**src/rtl/cache_rd_arbiter.sv**
```systemverilog
// cache_rd_arbiter
//   Shares one refill read port towards the AXI bridge between the
//   instruction cache and the data cache. One miss is in flight at a time.
//   Simultaneous requests are resolved round-robin. The returned line is
//   buffered for one cycle and handed back to the cache that owns the
//   transaction.
//
// Ports
//   clk            clock, all state on rising edge
//   resetn         asynchronous reset, ACTIVE HIGH (1 = reset)
//   i_rd_req/addr  icache refill request, held until i_rd_rdy
//   i_rd_rdy       icache request accepted (combinational pulse)
//   i_ret_valid    icache line returned (registered pulse)
//   i_ret_data     returned line, qualified by i_ret_valid
//   d_*            same set for the dcache
//   m_rd_req/addr  registered request towards the AXI bridge
//   m_rd_rdy       bridge accepts the request this cycle
//   m_ret_valid    bridge returns a line (pulse)
//   m_ret_data     returned line
//   busy           registered, high whenever the FSM is not IDLE
//   spurious_ret   sticky flag: m_ret_valid seen outside WAIT

module cache_rd_arbiter #(
    parameter int unsigned ADDR_W = 32,
    parameter int unsigned LINE_W = 128,
    parameter logic        PRIO_D = 1'b1
) (
    input  logic              clk,
    input  logic              resetn,

    input  logic              i_rd_req,
    input  logic [ADDR_W-1:0] i_rd_addr,
    output logic              i_rd_rdy,
    output logic              i_ret_valid,
    output logic [LINE_W-1:0] i_ret_data,

    input  logic              d_rd_req,
    input  logic [ADDR_W-1:0] d_rd_addr,
    output logic              d_rd_rdy,
    output logic              d_ret_valid,
    output logic [LINE_W-1:0] d_ret_data,

    output logic              m_rd_req,
    output logic [ADDR_W-1:0] m_rd_addr,
    input  logic              m_rd_rdy,
    input  logic              m_ret_valid,
    input  logic [LINE_W-1:0] m_ret_data,

    output logic              busy,
    output logic              spurious_ret
);

    typedef enum logic [1:0] {
        IDLE = 2'd0,
        REQ  = 2'd1,
        WAIT = 2'd2,
        RESP = 2'd3
    } state_t;

    state_t            state;
    state_t            state_nxt;

    // owner / last_grant encoding: 1 = dcache, 0 = icache
    logic              owner;
    logic              owner_nxt;
    logic              last_grant;
    logic [ADDR_W-1:0] addr_nxt;
    logic [LINE_W-1:0] ret_buf;
    logic              grant_d;
    logic              ret_take;

    // Under contention the side that did not win last time is granted.
    assign grant_d  = d_rd_req && (!i_rd_req || !last_grant);
    assign ret_take = (state == WAIT) && m_ret_valid;

    always_comb begin
        state_nxt = state;
        owner_nxt = owner;
        addr_nxt  = m_rd_addr;
        case (state)
            IDLE: begin
                if (i_rd_req || d_rd_req) begin
                    state_nxt = REQ;
                    owner_nxt = grant_d;
                    addr_nxt  = grant_d ? d_rd_addr : i_rd_addr;
                end
            end
            REQ: begin
                if (m_rd_rdy) begin
                    state_nxt = WAIT;
                end
            end
            WAIT: begin
                if (m_ret_valid) begin
                    state_nxt = RESP;
                end
            end
            RESP: begin
                state_nxt = IDLE;
            end
            default: begin
                state_nxt = IDLE;
            end
        endcase
    end

    always_ff @(posedge clk or posedge resetn) begin
        if (resetn) begin
            state <= IDLE;
            owner <= 1'b0;
        end else begin
            state <= state_nxt;
            owner <= owner_nxt;
        end
    end

    // Registered outputs are derived from the next state so that they line
    // up with the state they describe rather than lagging it by a cycle.
    always_ff @(posedge clk or posedge resetn) begin
        if (resetn) begin
            m_rd_req    <= 1'b0;
            m_rd_addr   <= '0;
            busy        <= 1'b0;
            i_ret_valid <= 1'b0;
            d_ret_valid <= 1'b0;
        end else begin
            m_rd_req    <= (state_nxt == REQ);
            m_rd_addr   <= addr_nxt;
            busy        <= (state_nxt != IDLE);
            i_ret_valid <= (state_nxt == RESP) && !owner_nxt;
            d_ret_valid <= (state_nxt == RESP) &&  owner_nxt;
        end
    end

    always_ff @(posedge clk or posedge resetn) begin
        if (resetn) begin
            ret_buf    <= '0;
            last_grant <= ~PRIO_D;
        end else if (ret_take) begin
            ret_buf    <= m_ret_data;
            last_grant <= owner;
        end
    end

    always_ff @(posedge clk or posedge resetn) begin
        if (resetn) begin
            spurious_ret <= 1'b0;
        end else if (m_ret_valid && (state != WAIT)) begin
            spurious_ret <= 1'b1;
        end
    end

    // Acceptance is forwarded in the same cycle the bridge accepts.
    assign i_rd_rdy   = (state == REQ) && m_rd_rdy && !owner;
    assign d_rd_rdy   = (state == REQ) && m_rd_rdy &&  owner;

    assign i_ret_data = ret_buf;
    assign d_ret_data = ret_buf;

endmodule

```
**config.mk**
```make
export PLATFORM = sky130hd
export DESIGN_NAME = cache_rd_arbiter
export DESIGN_NICKNAME = d
export VERILOG_FILES = /design/src/rtl/cache_rd_arbiter.sv
export SDC_FILE = /design/constraint.sdc
export NUM_CORES = 1
export LEC_CHECK = 0
export CORE_AREA = 2 2 194 196
export CTS_CLUSTER_DIAMETER = 150
export DETAILED_ROUTE_END_ITERATION = 8
export DIE_AREA = 0 0 196 198
export SLEW_MARGIN = 30
export SYNTH_ARGS = -nofsm -noshare
export SYNTH_HDL_FRONTEND = slang
export SYNTH_SLANG_ARGS = --single-unit
```
**constraint.sdc**
```tcl
create_clock -name clk -period 8.1 [get_ports clk]
set_clock_uncertainty 0.1 [all_clocks]
set_input_delay 2.43 -clock clk [delete_from_list [all_inputs] [get_ports clk]]
set_output_delay 2.43 -clock clk [all_outputs]
set_load 0.03 [all_outputs]
```
==> results of run 1 <==
[cell type report]
cell class | count | area [um^2]
flip-flops and latches | 169 | 4230
multi-input cells | 279 | 2460
inverters | 2 | 12.5
clock inverters | 12 | 163
well taps | 474 | 593
repair buffers | 497 | 4990
fillers | 3719 | 24100
clock buffers | 20 | 457
[cell usage after synthesis]
master	instances	share of area
mux2_1	6	0.0086
nor2_2	1	0.00079
mux2_4	70	0.13
nand2_1	66	0.031
dfrtp_1	169	0.54
a22o_1	1	0.0011
mux2_2	52	0.074
or2_0	1	0.00079
a21o_1	3	0.0029
nor2_1	6	0.0029
nand3b_1	1	0.00095
nand2b_1	1	0.00079
buf_6	13	0.019
inv_1	2	0.00095
a21oi_1	32	0.020
and2_1	2	0.0016
o21ai_0	1	0.00063
a21bo_2	1	0.0013
o21bai_1	1	0.00095
buf_2	8	0.0051
buf_4	128	0.12
clkbuf_1	10	0.0048
nand3b_4	1	0.0025
a31oi_1	32	0.025
a21boi_2	1	0.0014
[power breakdown]
part | switching, mW | internal [mW]
clock network | 0.359 | 0.506
registers | 0.388 | 1.27
logic | 2.14 | 1.78
total | 2.88 | 3.56
[metal layers]
layer  share of wire  vias to the layer above  GRT usage  wire length, um
li1                -                     2654          -                -
met1            0.39                     2811      0.137             9480
met2            0.50                      292      0.208            12200
met3           0.083                       22     0.0428             2010
met4           0.021                        0     0.0449              501
met5               0                        -          0                0
[path summary, 6_finish.rpt]
check	from	to	slack, ns	cells after the start
hold reg to reg	spurious_ret	spurious_ret	0.38	1
max in group asynchronous	resetn	d_ret_data[39]	4.53	3
setup / recovery	m_rd_rdy	i_rd_rdy	1.60	4
min in group asynchronous	resetn	d_ret_data[89]	2.37	2
hold / removal	spurious_ret	spurious_ret	0.38	1
setup reg to reg	state[0]	d_ret_data[44]	6.03	3
[state kept, by name, indices dropped and copies added (netlist names)]
register and cells:
d_ret_data 128, d_ret_valid 1, m_rd_addr 32, m_rd_req 1, i_ret_valid 1, last_grant 1, spurious_ret 1, state 2
owner 1, busy 1
[metrics by stage]
stage                     power [mW]  utilization
after global placement          5.59        0.332
after global routing            6.73        0.349
final                           6.44        0.349
after floorplan                 4.27            -
after CTS                       6.52        0.349
after detailed placement        5.62        0.332
[cells by family after synthesis]
kind of cell,synth area share
AO/OA/AOI/OAI,0.0540
multiplexers,0.216
flip-flops,0.537
AND/OR/NAND/NOR,0.0418
buffers and inverters,0.151
==> results.ini, run 1 <==
[routing]
viasPerCell=3.98
ant_nets=0
post-route-drc-count=0
routed-via-count=5779
drtPass1Iterations=4
drt-wirelength-per-cell_um=16.6
first_iter_violations=175
wirelength_um=24200

[worst_setup_path]
cp-start-kind=primary input
critical_path_buf_inv_count=2
critPathSlowestCell=clkdlybuf4s50_1
path_delay_family=buffers and inverters
cp_data_required_time_ns=5.57
crit_chain=clkdlybuf4s50_1 > nand3b_1 > nor2_1 > clkdlybuf4s50_1
cp_common_cell=clkdlybuf4s50_1
cp_max_fo=3
arrival_ns=3.97
cp-end-kind=primary output
crit_type=primary input to primary output
slowest_delay_ns=0.70

[placement]
post-place-ws_ns=1.56
gp_congestion=0.744
placed_cell_area_mm2=0.0123
io_buffer_count=492
dp.cells=1421
hpwl_um=18400

[cells_and_area]
finalNetCount=1164
final_cell_mix=492 x clkdlybuf4s50_1, 169 x dfrtp_1, 70 x mux2_4
antenna-diode-count=0
finalNonFillerCells=1453
layout_commonest_cell=clkdlybuf4s50_1
drive_gt1_frac=0.168
final_area_mm2=0.0129
syn_to_final_growth_pct=63.7

[yosys]
syn_area_mm2=0.00788
yosys_warnings=0
ys_seq_area_frac=0.537
synth_area_per_cell_um2=12.9
ys_types=25
synthesis.nets=807
syn_inst=609
synth-seq-cells=169

[clocking]
cts.path.max_buffers=2
cts.sink_count=169
cts_tree=built
clkTransAtPathRegs_ns=0.06
hold_buffers=0
htree_levels=4
numCtsBuffers=17
cts-root-buf=clkbuf_16
cts_resized=0
postCtsSetupRepairBufs=0
clock_latency_ns=0.43

[global_route]
grt_max_degree=133
overflow=0
grt_usage=0.120
grt_antenna_before_repair=0
first_global_vias=5817
grt_pass1_wl_um=35200

[min_path]
min_path_type=flop to flop

[floorplanning]
die_y_um=198
die-area_mm2=0.0388
die_x_um=196
num_rows=71
initial_core_util=0.213
coreArea_mm2=0.0370
pin_count=493

[sta]
setup_tns_ns=0
max_freq_ghz=0.154
hold_ws_ns=0.377
period_minus_slack_ns=6.50
fin_crit_sh=0.803
slew_headroom=0.279
rsz0062_at_grt=false
hold_violations=0
worstMarginPinSlew_ns=1.08
setup-violations-final=0
drv_slew=0
worst_slack_ns=1.60

[pwr]
ir_drop_uv=209
cellPowerDensity_mw_per_mm2=499
leakagePower_nw=5.49

[status]
outcome=finished, final reports clean

[job]
maxCapViolations=0

No activity file was read; power rests on OpenSTA's default activity.
==> run 2: changes to the inputs <==
Clock period 8.1 ns to 6.5 ns, I/O delays scaled along.
==> run 2 against run 1 <==
Wire length increased by 1.4%. Sequential power increased by 25%. Critical endpoint unchanged. Combinational power increased by 24%. Highest routed layer unchanged. Clock power increased by 25%. Final cell count increased by 0.21%. Global-route usage increased by 0.13 points. Die area unchanged. Via count decreased by 0.61%.
==> results.ini, run 2 (same netlist as run 1, synthesis figures left out) <==
[status]
outcome=finished, final reports clean  ; unchanged

[cells_and_area]
final_cell_mix=492 x clkdlybuf4s50_1, 169 x dfrtp_1, 70 x mux2_4  ; unchanged
antenna-diode-count=0  ; unchanged
layout_commonest_cell=clkdlybuf4s50_1  ; unchanged
multi_input_area_mm2=0.00246  ; unchanged
ff_latch_area_mm2=0.00423  ; unchanged
largest_reg_flops=128  ; unchanged
final_util=0.349  ; about the same
syn_to_final_growth_pct=63.9  ; was 63.7%
fillCellCount=3749  ; was 3,719
finalNetCount=1167  ; was 1,164
drive_gt1_frac=0.170  ; was 0.168

[floorplanning]
coreArea_mm2=0.0370  ; unchanged
num_rows=71  ; unchanged
pin_count=493  ; unchanged
die-area_mm2=0.0388  ; unchanged
die_y_um=198  ; unchanged
die_x_um=196  ; unchanged
initial_core_util=0.213  ; unchanged

[worst_setup_path]
slowest_delay_ns=0.69  ; was 0.70 ns
r2r.worst_path.cells=3  ; unchanged
arrival_ns=3.40  ; was 3.97 ns
critPathSlowestCell=clkdlybuf4s50_1  ; unchanged
crit_chain=clkdlybuf4s50_1 > nand3b_1 > nor2_1 > clkdlybuf4s50_1  ; unchanged
cp-start-kind=primary input  ; unchanged
cp_data_required_time_ns=4.45  ; was 5.57 ns
cp_max_fo=3  ; unchanged
cp-end-kind=primary output  ; unchanged
cp_common_cell=clkdlybuf4s50_1  ; unchanged
critical_path_buf_inv_count=2  ; unchanged
path_delay_family=buffers and inverters  ; unchanged
cp.depth=4  ; unchanged
crit_type=primary input to primary output  ; unchanged

[global_route]
first_global_vias=5860  ; was 5,817
overflow=0  ; unchanged
grt_max_degree=86  ; was 133
grt_usage=0.122  ; was 0.120
grt_pass1_wl_um=35600  ; was 35,200 um
grt_antenna_before_repair=0  ; unchanged

[routing]
drt-wirelength-per-cell_um=16.8  ; was 16.6 um
wl_met1_um=10100  ; was 9480 um
drtPass1Iterations=4  ; unchanged
highest_layer=met4  ; unchanged
ant_nets=0  ; unchanged
post-route-drc-count=0  ; unchanged
first_iter_violations=179  ; was 175
viasPerCell=3.95  ; was 3.98
route.met2.wl_um=12000  ; was 12,200 um
routed-via-count=5744  ; was 5,779
wirelength_um=24500  ; was 24,200 um
wl_met3_um=2030  ; was 2010 um

[clocking]
cts-root-buf=clkbuf_16  ; unchanged
hold_buffers=0  ; unchanged
cts_tree=built  ; unchanged
clkTransAtPathRegs_ns=0.07  ; was 0.06 ns
cts_resized=0  ; unchanged
htree_levels=4  ; unchanged
postCtsSetupRepairBufs=0  ; unchanged
cts.sink_count=169  ; unchanged
numCtsBuffers=17  ; unchanged
clock_latency_ns=0.43  ; about the same
cts.path.max_buffers=2  ; unchanged

[sta]
setup_tns_ns=0  ; unchanged
fin_crit_sh=0.838
worst_slack_ns=1.05  ; was 1.60 ns
period_minus_slack_ns=5.45
worstMarginPinSlew_ns=0.831  ; was 1.08 ns
slew_headroom=0.446  ; was 0.279
max_freq_ghz=0.184
drv_slew=0  ; unchanged
setup-violations-final=0  ; unchanged
rsz0062_at_grt=false  ; unchanged
hold_violations=0  ; unchanged

[pwr]
p_total_mw=8.04  ; was 6.44 mW
ir_drop_uv=250  ; was 209 uV
leakagePower_nw=5.49  ; about the same
cellPowerDensity_mw_per_mm2=622  ; was 499 mW/mm^2

[placement]
gp_congestion=0.769  ; was 0.744
post-place-ws_ns=1.06  ; was 1.56 ns
io_buffer_count=492  ; unchanged
hpwl_um=18900  ; was 18,400 um

[job]
maxCapViolations=0  ; unchanged

[min_path]
holdPathStages=1  ; unchanged
min_path_type=flop to flop  ; unchanged

run 2: changes by cell type in the layout (fill, tap and decap cells not counted), sizes merged:
cell      previous run  this run
buf                  5         8
clkinv               3         2
clkinvlp             2         4
inv                  6         5
run 2: layout make-up:
cell class	instances	share of cell area
Timing Repair Buffer	500	0.387
Clock inverter	12	0.0125
Multi-Input combinational cell	279	0.191
Inverter	2	0.000872
Clock buffer	20	0.0354
Sequential cell	169	0.328
Tap cell	474	0.0459
run 2: power breakdown:
part,switching [mW],internal [mW]
Sequential,0.487,1.58
Clock,0.452,0.631
Combinational,2.67,2.21
run 2: worst paths after layout:
check / start / to / slack, ns
min in group asynchronous: resetn / d_ret_data[57] / 1.88
max in group asynchronous: resetn / d_ret_data[126] / 3.48
worst max-delay path: m_rd_rdy / i_rd_rdy / 1.05
worst min register to register: spurious_ret / spurious_ret / 0.36
worst max register to register: state[0] / d_ret_data[27] / 4.15
worst min-delay path: spurious_ret / spurious_ret / 0.36
run 2: through the flow:
step                      cell area (um^2)  hold WS (ns)  std cells
after floorplan                       7880         0.346        609
after global placement               12300         0.368       1424
after detailed placement             12300         0.352       1424
after CTS                            12900         0.365       1456
after global routing                 12900         0.381       1456
final                                12900         0.363       1456
run 2: worst reg2reg max path, stage by stage, from the launching register on:
cell and delay (ns):
dfrtp_1 0.47, nand3b_4 0.45, buf_4 0.74, mux2_2 0.47
run 2: routing by layer:
metal	vias up	GRT usage
met1	2787	0.145
met3	16	0.0453
met2	281	0.202
met5	-	0
li1	2660	-
met4	0	0.0396
